==> src/rtl/mips_pkg.sv <==
// Shared MIPS EX-stage definitions: mul/div op codes, FSM state encodings and decode helpers.
package mips_pkg;

  localparam int MD_NB_OP = 2;

  typedef enum logic [1:0] {
    MD_MULT  = 2'b00,
    MD_MULTU = 2'b01,
    MD_DIV   = 2'b10,
    MD_DIVU  = 2'b11
  } md_op_e;

  typedef enum logic [1:0] {
    MD_IDLE = 2'b00,
    MD_CALC = 2'b01,
    MD_DONE = 2'b10
  } md_state_e;

  function automatic logic md_is_div(input logic [MD_NB_OP-1:0] op);
    return (op == MD_DIV) || (op == MD_DIVU);
  endfunction

endpackage

==> src/rtl/seg_execute_muldiv_if.sv <==
// Pipeline <-> mul/div unit bundle: request, MTHI/MTLO writes, status and HI/LO read-out.
interface seg_execute_muldiv_if #(
  parameter int NB_DATA = 32,
  parameter int NB_OP   = 2
);
  logic               start;
  logic [NB_OP-1:0]   op;
  logic [NB_DATA-1:0] data_a;
  logic [NB_DATA-1:0] data_b;
  logic               flush;
  logic               wr_hi;
  logic               wr_lo;
  logic [NB_DATA-1:0] wr_data;
  logic               busy;
  logic               done;
  logic               div_by_zero;
  logic [NB_DATA-1:0] hi;
  logic [NB_DATA-1:0] lo;

  modport master (
    output start, op, data_a, data_b, flush, wr_hi, wr_lo, wr_data,
    input  busy, done, div_by_zero, hi, lo
  );

  modport slave (
    input  start, op, data_a, data_b, flush, wr_hi, wr_lo, wr_data,
    output busy, done, div_by_zero, hi, lo
  );
endinterface

==> src/rtl/seg_execute_muldiv_signfix.sv <==
// Sign handling for the mul/div core: operand magnitudes on the way in, result
// sign correction (product, quotient, remainder) on the way out.
module seg_execute_muldiv_signfix #(
  parameter int NB_DATA = 32
) (
  input  logic               i_signed,
  input  logic [NB_DATA-1:0] i_a,
  input  logic [NB_DATA-1:0] i_b,
  output logic [NB_DATA-1:0] o_a_mag,
  output logic [NB_DATA-1:0] o_b_mag,
  output logic               o_a_neg,
  output logic               o_b_neg,
  input  logic               i_res_div,
  input  logic               i_res_a_neg,
  input  logic               i_res_b_neg,
  input  logic [NB_DATA-1:0] i_hi,
  input  logic [NB_DATA-1:0] i_lo,
  output logic [NB_DATA-1:0] o_hi,
  output logic [NB_DATA-1:0] o_lo
);
  logic [2*NB_DATA-1:0] prod_neg;

  always_comb begin
    o_a_neg  = i_signed & i_a[NB_DATA-1];
    o_b_neg  = i_signed & i_b[NB_DATA-1];
    // MIN stays MIN; read as unsigned it is already the right magnitude
    o_a_mag  = o_a_neg ? -i_a : i_a;
    o_b_mag  = o_b_neg ? -i_b : i_b;
    prod_neg = -{i_hi, i_lo};
    o_hi     = i_hi;
    o_lo     = i_lo;
    if (i_res_div) begin
      if (i_res_a_neg ^ i_res_b_neg) o_lo = -i_lo;
      if (i_res_a_neg)               o_hi = -i_hi;
    end else if (i_res_a_neg ^ i_res_b_neg) begin
      {o_hi, o_lo} = prod_neg;
    end
  end
endmodule

==> src/rtl/seg_execute_muldiv.sv <==
// Iterative MULT/MULTU/DIV/DIVU unit with architectural HI/LO, one bit per cycle.
// Signed ops are enabled by defining MULDIV_SIGNED_EN; otherwise every op is unsigned.
module seg_execute_muldiv
  import mips_pkg::*;
#(
  parameter int NB_DATA = 32,
  parameter int NB_OP   = 2
) (
  input  logic                 i_clk,
  input  logic                 i_reset,
  seg_execute_muldiv_if.slave  mdif
);
  localparam int NB_CNT  = $clog2(NB_DATA) + 1;
  localparam int NB_PROD = 2 * NB_DATA;
  localparam logic [NB_CNT-1:0] LAST_ITER = NB_CNT'(NB_DATA - 1);

  md_state_e           state_q, state_d;
  logic [NB_CNT-1:0]   cnt_q, cnt_d;
  logic [NB_PROD-1:0]  work_q, work_d;
  logic [NB_DATA-1:0]  opb_q, opb_d;
  logic                is_div_q, is_div_d;
  logic [NB_DATA-1:0]  hi_q, hi_d;
  logic [NB_DATA-1:0]  lo_q, lo_d;
  logic                dbz_q, dbz_d;

  logic [NB_DATA-1:0]  a_mag, b_mag;
  logic [NB_DATA-1:0]  res_hi, res_lo;
  logic [NB_PROD-1:0]  step;
  logic [NB_DATA:0]    add_sum;
  logic [NB_DATA:0]    shifted;
  logic [NB_DATA:0]    sub_diff;

  // work_q holds {partial product | multiplier} or {remainder | dividend/quotient};
  // opb_q holds the multiplicand or divisor magnitude.
  always_comb begin
    add_sum  = {1'b0, work_q[NB_PROD-1:NB_DATA]} + (work_q[0] ? {1'b0, opb_q} : '0);
    shifted  = work_q[NB_PROD-1:NB_DATA-1];
    sub_diff = shifted - {1'b0, opb_q};
    if (is_div_q) begin
      if (!sub_diff[NB_DATA]) step = {sub_diff[NB_DATA-1:0], work_q[NB_DATA-2:0], 1'b1};
      else                    step = {shifted[NB_DATA-1:0],  work_q[NB_DATA-2:0], 1'b0};
    end else begin
      step = {add_sum, work_q[NB_DATA-1:1]};
    end
  end

`ifdef MULDIV_SIGNED_EN
  logic a_neg, b_neg;
  logic a_neg_q, a_neg_d;
  logic b_neg_q, b_neg_d;

  seg_execute_muldiv_signfix #(.NB_DATA(NB_DATA)) u_signfix (
    .i_signed    (!mdif.op[0]),
    .i_a         (mdif.data_a),
    .i_b         (mdif.data_b),
    .o_a_mag     (a_mag),
    .o_b_mag     (b_mag),
    .o_a_neg     (a_neg),
    .o_b_neg     (b_neg),
    .i_res_div   (is_div_q),
    .i_res_a_neg (a_neg_q),
    .i_res_b_neg (b_neg_q),
    .i_hi        (step[NB_PROD-1:NB_DATA]),
    .i_lo        (step[NB_DATA-1:0]),
    .o_hi        (res_hi),
    .o_lo        (res_lo)
  );

  // Signs are tracked every idle cycle so the accepting cycle's values are kept
  always_comb begin
    a_neg_d = (state_q == MD_IDLE) ? a_neg : a_neg_q;
    b_neg_d = (state_q == MD_IDLE) ? b_neg : b_neg_q;
  end

  always_ff @(posedge i_clk or posedge i_reset) begin
    if (i_reset) begin
      a_neg_q <= 1'b0;
      b_neg_q <= 1'b0;
    end else begin
      a_neg_q <= a_neg_d;
      b_neg_q <= b_neg_d;
    end
  end
`else
  assign a_mag  = mdif.data_a;
  assign b_mag  = mdif.data_b;
  assign res_hi = step[NB_PROD-1:NB_DATA];
  assign res_lo = step[NB_DATA-1:0];
`endif

  always_comb begin
    state_d  = state_q;
    cnt_d    = cnt_q;
    work_d   = work_q;
    opb_d    = opb_q;
    is_div_d = is_div_q;
    hi_d     = hi_q;
    lo_d     = lo_q;
    dbz_d    = dbz_q;
    case (state_q)
      MD_IDLE: begin
        if (mdif.wr_hi) hi_d = mdif.wr_data;
        if (mdif.wr_lo) lo_d = mdif.wr_data;
        if (mdif.start && !mdif.flush) begin
          is_div_d = md_is_div(mdif.op);
          cnt_d    = '0;
          dbz_d    = 1'b0;
          opb_d    = is_div_d ? b_mag : a_mag;
          work_d   = {{NB_DATA{1'b0}}, (is_div_d ? a_mag : b_mag)};
          if (is_div_d && (mdif.data_b == '0)) begin
            // Result write overrides any MTHI/MTLO in the same cycle
            state_d = MD_DONE;
            hi_d    = mdif.data_a;
            lo_d    = '1;
            dbz_d   = 1'b1;
          end else begin
            state_d = MD_CALC;
          end
        end
      end
      MD_CALC: begin
        if (mdif.flush) begin
          state_d = MD_IDLE;
        end else begin
          work_d = step;
          cnt_d  = cnt_q + NB_CNT'(1);
          if (cnt_q == LAST_ITER) begin
            state_d = MD_DONE;
            hi_d    = res_hi;
            lo_d    = res_lo;
          end
        end
      end
      MD_DONE: begin
        state_d = MD_IDLE;
        cnt_d   = '0;
      end
      default: state_d = MD_IDLE;
    endcase
  end

  always_ff @(posedge i_clk or posedge i_reset) begin
    if (i_reset) begin
      state_q  <= MD_IDLE;
      cnt_q    <= '0;
      work_q   <= '0;
      opb_q    <= '0;
      is_div_q <= 1'b0;
      hi_q     <= '0;
      lo_q     <= '0;
      dbz_q    <= 1'b0;
    end else begin
      state_q  <= state_d;
      cnt_q    <= cnt_d;
      work_q   <= work_d;
      opb_q    <= opb_d;
      is_div_q <= is_div_d;
      hi_q     <= hi_d;
      lo_q     <= lo_d;
      dbz_q    <= dbz_d;
    end
  end

  assign mdif.busy        = (state_q == MD_CALC);
  assign mdif.done        = (state_q == MD_DONE);
  assign mdif.div_by_zero = dbz_q;
  assign mdif.hi          = hi_q;
  assign mdif.lo          = lo_q;

endmodule

==> src/flat_wrapper.sv <==
// flat-port wrapper written by rule: the top's interface ports become plain ports
module seg_execute_muldiv_flat import mips_pkg::*;
#(
  parameter int NB_DATA = 32,
  parameter int NB_OP   = 2
)
  (i_clk, i_reset, mdif_start, mdif_op, mdif_data_a, mdif_data_b, mdif_flush, mdif_wr_hi, mdif_wr_lo, mdif_wr_data, mdif_busy, mdif_done, mdif_div_by_zero, mdif_hi, mdif_lo);
  seg_execute_muldiv_if #(.NB_DATA(NB_DATA), .NB_OP(NB_OP)) mdif_i ();
  input  logic i_clk;
  input  logic i_reset;
  input wire logic [$bits(mdif_i.start)-1:0] mdif_start;
  input wire logic [$bits(mdif_i.op)-1:0] mdif_op;
  input wire logic [$bits(mdif_i.data_a)-1:0] mdif_data_a;
  input wire logic [$bits(mdif_i.data_b)-1:0] mdif_data_b;
  input wire logic [$bits(mdif_i.flush)-1:0] mdif_flush;
  input wire logic [$bits(mdif_i.wr_hi)-1:0] mdif_wr_hi;
  input wire logic [$bits(mdif_i.wr_lo)-1:0] mdif_wr_lo;
  input wire logic [$bits(mdif_i.wr_data)-1:0] mdif_wr_data;
  output wire logic [$bits(mdif_i.busy)-1:0] mdif_busy;
  output wire logic [$bits(mdif_i.done)-1:0] mdif_done;
  output wire logic [$bits(mdif_i.div_by_zero)-1:0] mdif_div_by_zero;
  output wire logic [$bits(mdif_i.hi)-1:0] mdif_hi;
  output wire logic [$bits(mdif_i.lo)-1:0] mdif_lo;
  assign mdif_i.start = mdif_start;
  assign mdif_i.op = mdif_op;
  assign mdif_i.data_a = mdif_data_a;
  assign mdif_i.data_b = mdif_data_b;
  assign mdif_i.flush = mdif_flush;
  assign mdif_i.wr_hi = mdif_wr_hi;
  assign mdif_i.wr_lo = mdif_wr_lo;
  assign mdif_i.wr_data = mdif_wr_data;
  assign mdif_busy = mdif_i.busy;
  assign mdif_done = mdif_i.done;
  assign mdif_div_by_zero = mdif_i.div_by_zero;
  assign mdif_hi = mdif_i.hi;
  assign mdif_lo = mdif_i.lo;
  seg_execute_muldiv #(.NB_DATA(NB_DATA), .NB_OP(NB_OP)) u_core (.i_clk(i_clk), .i_reset(i_reset), .mdif(mdif_i));
endmodule
==> config.mk <==
export PLATFORM = sky130hd
export DESIGN_NAME = seg_execute_muldiv_flat
export DESIGN_NICKNAME = d
export VERILOG_FILES = /design/src/rtl/mips_pkg.sv /design/src/rtl/seg_execute_muldiv_if.sv /design/src/rtl/seg_execute_muldiv_signfix.sv /design/src/rtl/seg_execute_muldiv.sv /design/src/flat_wrapper.sv
export SDC_FILE = /design/constraint.sdc
export NUM_CORES = 1
export LEC_CHECK = 0
export CAP_MARGIN = 20
export CORE_ASPECT_RATIO = 0.9
export CORE_MARGIN = 1
export CORE_UTILIZATION = 47
export DETAILED_ROUTE_END_ITERATION = 6
export PLACE_DENSITY_LB_ADDON = 0.05
export SETUP_SLACK_MARGIN = 0.1
export SLEW_MARGIN = 20
export SYNTH_ARGS = -nofsm -noshare
export SYNTH_HDL_FRONTEND = slang
export SYNTH_SLANG_ARGS = --single-unit
==> constraint.sdc <==
create_clock -name i_clk -period 11.4 [get_ports i_clk]
set_input_delay 2.28 -clock i_clk [delete_from_list [all_inputs] [get_ports i_clk]]
set_output_delay 2.28 -clock i_clk [all_outputs]
set_load 0.02 [all_outputs]
==> metrics, run 1 <==
CP startpoint=mdif_data_b[20]; CP top delay family=simple AND/OR/NAND/NOR gates; GR Overflow Total=0; CTS max path bufs=2; Die Y=161 µm; FF-to-FF setup slack=6730 ps; post-CTS resize count=0; internal power=1560 µW; Synth Register Bits=170; Critical Path End=u_core.mdif.lo[5]; vias in the first global route=11900; run status=finished clean; syn nets=1787; WL/cell=21.8 µm; Slew Limit Headroom=35.0%; initial drt markers=879; detailed-route DRC error count=0; Die Area=28800 µm²; Synth top area share=32.2%; Worst path max stage delay=730 ps; vias per cell=6.07; leakage=0.00690 µW; port bufs=169; Worst R2R Start=u_core.work_q[0]; Ports=171; CP cell instances=clkdlybuf4s50_1 -> nor4_1 -> nand4_1 -> nor3_1 -> nand2_1 -> or2_2 -> buf_4 -> nand3_1 -> buf_4 -> o21ai_0 -> a21oi_1; core area=27300 µm²; Max Clk Rate=0.184 GHz; Initial Utilization=48.4%; Placer Congestion=0.935; global-route wire length before repair=69500 µm; Synth cell types=70; Synth Flop Type=dfrtp_1; total power=2610 µW; setup TNS=0 ps; fin nets=1896; clock transition at the registers of the reported paths=70 ps; clock group share of total power=23.8%; CTS sink count=170; synthesized area per cell=8.18 µm²; Final ANT Viol Nets=0; via count=12700; Synth area leader=dfrtp_1; top cells by area, synth=dfrtp_1, mux2i_1, ha_1; Final Skew=12.9 ps; worst hold path type=reg -> reg; clk_lat worst skew=440 ps; area grow syn2layout=19.5%; TritonCTS clock tree=built; Data arrival, critical path=5810 ps; number of flops mapped to enable cells by yosys=0; Sw Ratio=40.2%; startpoint types=input pin; crit-path max FO=65; GR Util All Layers=31.9%; Placement Cell Area=15100 µm²; part of the cycle the worst path needs=47.7%; Synth Cell Area=13200 µm²; Fin. Hold Viols=0; postcts setup bufs=0; Root Driver=clkbuf_16; std cell rows=57; # setup viols final=0; Tmin final=5440 ps; Critical Path RT=11770 ps; yosys synthesis warning count=0; Fin Hold WS=514 ps; VDD IR max=106 µV; diodes inserted=0; antenna violations before repair=0; crit path buf inv count=3; post-DP HPWL=33600 µm; Worst path depth=11; Final Max Tran Viols=0; reg2reg end=u_core.mdif.hi[25]; cts hold-fix bufs=0; Post-Syn Instances=1616; Chip Width=179 µm; Power Dens Cells=165 nW/µm²; reg2reg path depth=12; max_cap viols=0; RSZ-0062 raised after global routing=no; Most common cell on crit path=buf_4; H-tree depth=4; post-route design area=15800 µm²; Total Wirelength=45700 µm; post-synthesis sequential area ratio=32.2%; share of layout cells above drive strength 1=6.50%; Comb power frac=44.0%; Worst-Margin Slew=962 ps; crit end category=register; Slowest-stage cell, CP=nor4_1; largest net degree at the start of global routing=109; Pre-antenna DRT Iters=7; Switch Pwr=1050 µW; Reg power frac=32.2%; critical path class=in -> reg; asr flop ratio synth=100%; CTS buffer count=17
==> worst reg2reg max path, cell delays in order (launching register included) <==
cell,delay (ps)
dfrtp_1,580
and2_1,240
ha_1,260
fa_1,460
a21oi_1,200
nor2_1,100
o311ai_0,800
a311oi_1,470
o2111ai_1,350
nor3b_1,230
nor3_1,90
a211oi_1,570
a31oi_1,170
==> logic make-up (layout without fill, tap and decap cells) <==
group / Yosys count / count (layout) / share of synthesized area [%]
AO/OA/AOI/OAI: 531 / 531 / 25.1
AND/OR/NAND/NOR: 493 / 493 / 16.7
flip-flops: 170 / 170 / 32.2
buffers and inverters: 157 / 279 / 4.60
multiplexers: 153 / 153 / 12.0
adder cells (fa/ha/maj): 67 / 67 / 6.45
XOR/XNOR: 45 / 45 / 2.98
==> state kept, by name, summed over array words and instances (netlist names) <==
name	flops
u_core.state_q	2
u_core.mdif.div_by_zero	1
u_core.work_q	64
u_core.mdif.hi	32
u_core.cnt_q	6
u_core.is_div_q	1
u_core.mdif.lo	32
u_core.opb_q	32
==> layer usage <==
layer	up-vias	track usage, %	wire (µm)
met5	-	0	0
li1	6057	-	-
met1	6159	41.8	19800
met4	0	13.4	1750
met2	416	52.4	21800
met3	64	4.59	2380
==> power by group through the flow <==
stage	Sequential, µW	Clock, µW	Combinational, µW
6_report	839	620	1150
5_1_grt	852	650	1260
4_1_cts	837	628	1140
3_5_place_dp	847	0	1130
3_3_place_gp	845	0	1120
2_1_floorplan	866	0	715
==> through the flow <==
stage                     setup slack (ps)  util, %  std cells
after floorplan                       4520        -       1616
after global placement                5370     55.4       2057
after detailed placement              5350     55.4       2057
after CTS                             5810     57.6       2089
after global routing                  5850     57.8       2092
final                                 5960     57.8       2092
==> final cells by class <==
class	count	area (µm²)
Clock buffer	18	439
Clock inverter	14	170
Fill cell	2550	11500
Inverter	59	226
Multi-Input combinational cell	1289	8400
Sequential cell	170	4260
Tap cell	354	443
Timing Repair Buffer	188	1860
==> worst min path at each step <==
stage                       startpoint                 endpoint  slack, ps  cells after the start
2_1_floorplan          u_core.cnt_q[4]          u_core.cnt_q[4]        470                      1
3_3_place_gp   u_core.mdif.div_by_zero  u_core.mdif.div_by_zero        490                      1
3_5_place_dp   u_core.mdif.div_by_zero  u_core.mdif.div_by_zero        500                      1
4_1_cts        u_core.mdif.div_by_zero  u_core.mdif.div_by_zero        510                      1
5_1_grt                u_core.cnt_q[4]          u_core.cnt_q[4]        540                      1
6_report       u_core.mdif.div_by_zero  u_core.mdif.div_by_zero        510                      1
==> cell usage after synthesis (7+ instances only) <==
library cell,instances
o31ai_1,14
a21o_1,20
o211ai_1,28
dfrtp_1,170
nand2_1,181
a211oi_1,21
a31oi_1,34
a211o_1,7
a21oi_1,139
o21a_1,23
mux2_2,40
clkbuf_1,82
nor2_1,160
nor2b_1,15
and2_1,41
o21bai_1,8
a22oi_1,16
mux2i_1,106
mux2_1,7
and3_1,7
nand3_1,22
xor2_1,13
nor3_1,23
nor4_1,7
buf_1,10
o22a_1,7
nand4_1,10
xnor2_1,32
inv_1,58
o21ai_0,162
ha_1,65
==> placed cells by master (no fill, tap or decap), drive strengths merged, types with 13 or more instances in the layout <==
| cell | n |
|---|---|
| a211oi | 22 |
| a21o | 20 |
| a21oi | 139 |
| a22oi | 16 |
| a31oi | 35 |
| and2 | 41 |
| buf | 21 |
| clkbuf | 18 |
| clkdlybuf4s50 | 167 |
| dfrtp | 170 |
| ha | 65 |
| inv | 61 |
| mux2 | 47 |
| mux2i | 106 |
| nand2 | 181 |
| nand3 | 22 |
| nor2 | 160 |
| nor2b | 15 |
| nor3 | 23 |
| o211ai | 29 |
| o21a | 23 |
| o21ai | 164 |
| o31ai | 15 |
| xnor2 | 32 |
| xor2 | 13 |
Note: power is estimated with default switching activity, not from simulation.
==> run 2: changes to the inputs <==
==> constraint.sdc (replaced) <==
create_clock -name i_clk -period 5.7 [get_ports i_clk]
set_input_delay 1.14 -clock i_clk [delete_from_list [all_inputs] [get_ports i_clk]]
set_output_delay 1.14 -clock i_clk [all_outputs]
set_load 0.02 [all_outputs]
==> metrics, run 2 (synthesis results as in run 1) <==
run status=finished clean; final-layout fill cell count=2540 (-0.39%); Die Y=161 µm (unchanged); antenna violations before repair=0 (unchanged); Power Dens Cells=330 nW/µm² (+100%); Placer Congestion=0.970 (+3.8%); max reg flops=64 (unchanged); H-tree depth=4 (unchanged); Fin. Hold Viols=0 (unchanged); clk_lat worst skew=450 ps (about the same); part of the cycle the worst path needs=83.3%; Slew Limit Headroom=22.8% (-12 points); Ports=171 (unchanged); # setup viols final=0 (unchanged); largest net degree at the start of global routing=113 (+3.7%); reg2reg path depth=12 (unchanged); WL/cell=21.5 µm (-1.6%); Final ANT Viol Nets=0 (unchanged); CTS buffer count=17 (unchanged); startpoint types=register; std cell rows=57 (unchanged); post-CTS resize count=0 (unchanged); global-route wire length before repair=69800 µm (+0.36%); setup TNS=0 ps (unchanged); leakage=0.00688 µW (-0.33%); diodes inserted=0 (unchanged); GR Util All Layers=31.8% (-0.15 points); RSZ-0062 raised after global routing=no; Most common cell on crit path=a311oi_1; Chip Width=179 µm (unchanged); Top reg by flops=u_core.work_q; postcts setup bufs=0 (unchanged); Worst path depth=12 (+1); Initial Utilization=48.4% (unchanged); FF-to-FF setup slack=950 ps (-5780 ps); crit end category=register; multi-input gate area in the final layout=8400 µm² (about the same); register area=4260 µm² (unchanged); most frequent cells in the layout=nand2_1, dfrtp_1, clkdlybuf4s50_1, o21ai_0, nor2_1; vias in the first global route=12200 (+2.5%); Critical Path RT=6010 ps (-5760 ps); critical path class=reg -> reg; Root Driver=clkbuf_16; Fin Hold WS=514 ps (+0.482 ps); Max Clk Rate=0.211 GHz; worst hold path type=reg -> reg; cts hold-fix bufs=0 (unchanged); Pre-antenna DRT Iters=5 (-2); CP cell instances=and2_1 -> ha_1 -> fa_1 -> a21oi_1 -> nor2_1 -> o311ai_0 -> a311oi_1 -> o21a_1 -> a311oi_1 -> xnor2_1 -> o22ai_1 -> o21ai_0; detailed-route DRC error count=0 (unchanged); Total Wirelength=44900 µm (-1.7%); port bufs=169 (unchanged); vias per cell=6.06 (about the same); initial drt markers=964 (+9.7%); CTS max path bufs=2 (unchanged); CP top delay family=compound AO/OA/AOI/OAI gates; crit-path max FO=20 (-69%); max_cap viols=0 (unchanged); share of layout cells above drive strength 1=6.28% (-0.22 points); VDD IR max=250 µV (+140%); post-DP HPWL=33400 µm (-0.52%); Worst path max stage delay=890 ps (+160 ps); GR Overflow Total=0 (unchanged); Die Area=28800 µm² (unchanged); most common cell after layout, fill and taps aside=nand2_1; CTS sink count=170 (unchanged); fin nets=1893 (-0.16%); core area=27300 µm² (unchanged); Final Skew=10.3 ps (-2.68 ps); Data arrival, critical path=5060 ps (-750 ps); area grow syn2layout=19.2%; Slowest-stage cell, CP=o311ai_0; crit path buf inv count=0 (-3); Tmin final=4750 ps; via count=12700 (-0.22%); Worst-Margin Slew=1160 ps (+196 ps); Final Max Tran Viols=0 (unchanged); clock transition at the registers of the reported paths=70 ps (about the same); worst hold path depth=1 (unchanged); TritonCTS clock tree=built
==> run 2: cell types whose count changed in the layout (fill, tap and decap cells not counted), sizes merged <==
cell      previous run  this run
clkinvlp             4         3
clkbuf              18        22
buf                 21        18
inv                 61        57
clkinv               5         6
==> run 2: per-stage QoR <==
step,area [µm²],setup slack (ps),utilization (%),power (µW),instances
after CTS,15800,1110,57.7,5210,2089
final,15800,950,57.7,5200,2089
after detailed placement,15100,1030,55.4,3960,2057
after global placement,15100,1150,55.4,3930,2057
after global routing,15800,678,57.7,5510,2089
after floorplan,13200,2360,-,3160,1616
==> run 2: layout make-up <==
| type | instances | share of cell area (%) |
|---|---|---|
| Inverter | 59 | 1.43 |
| Timing Repair Buffer | 185 | 11.5 |
| Tap cell | 354 | 2.81 |
| Multi-Input combinational cell | 1289 | 53.3 |
| Clock buffer | 22 | 3.01 |
| Sequential cell | 170 | 27.0 |
| Clock inverter | 10 | 0.897 |
==> run 2: final timing paths <==
check | endpoint | startpoint
hold / removal | u_core.mdif.div_by_zero | u_core.mdif.div_by_zero
setup reg to reg | u_core.mdif.hi[27] | u_core.work_q[0]
min in group asynchronous | u_core.mdif.lo[4] | i_reset
hold reg to reg | u_core.mdif.div_by_zero | u_core.mdif.div_by_zero
max in group asynchronous | u_core.mdif.hi[18] | i_reset
setup / recovery | u_core.mdif.hi[27] | u_core.work_q[0]
==> run 2: per-layer routing <==
layer  up-vias  global-route usage [%]  wire, µm
li1       6051                       -         -
met1      6160                    42.0     19700
met2       377                    52.6     21600
met3        80                    3.65      2070
met4         0                    12.8      1540
met5         -                       0         0
==> run 2: power breakdown <==
part / switching (µW) / total (µW) / internal, µW
clock network: 518 / 1240 / 725
logic: 1300 / 2270 / 969
registers: 243 / 1680 / 1440
total: 2070 / 5200 / 3130
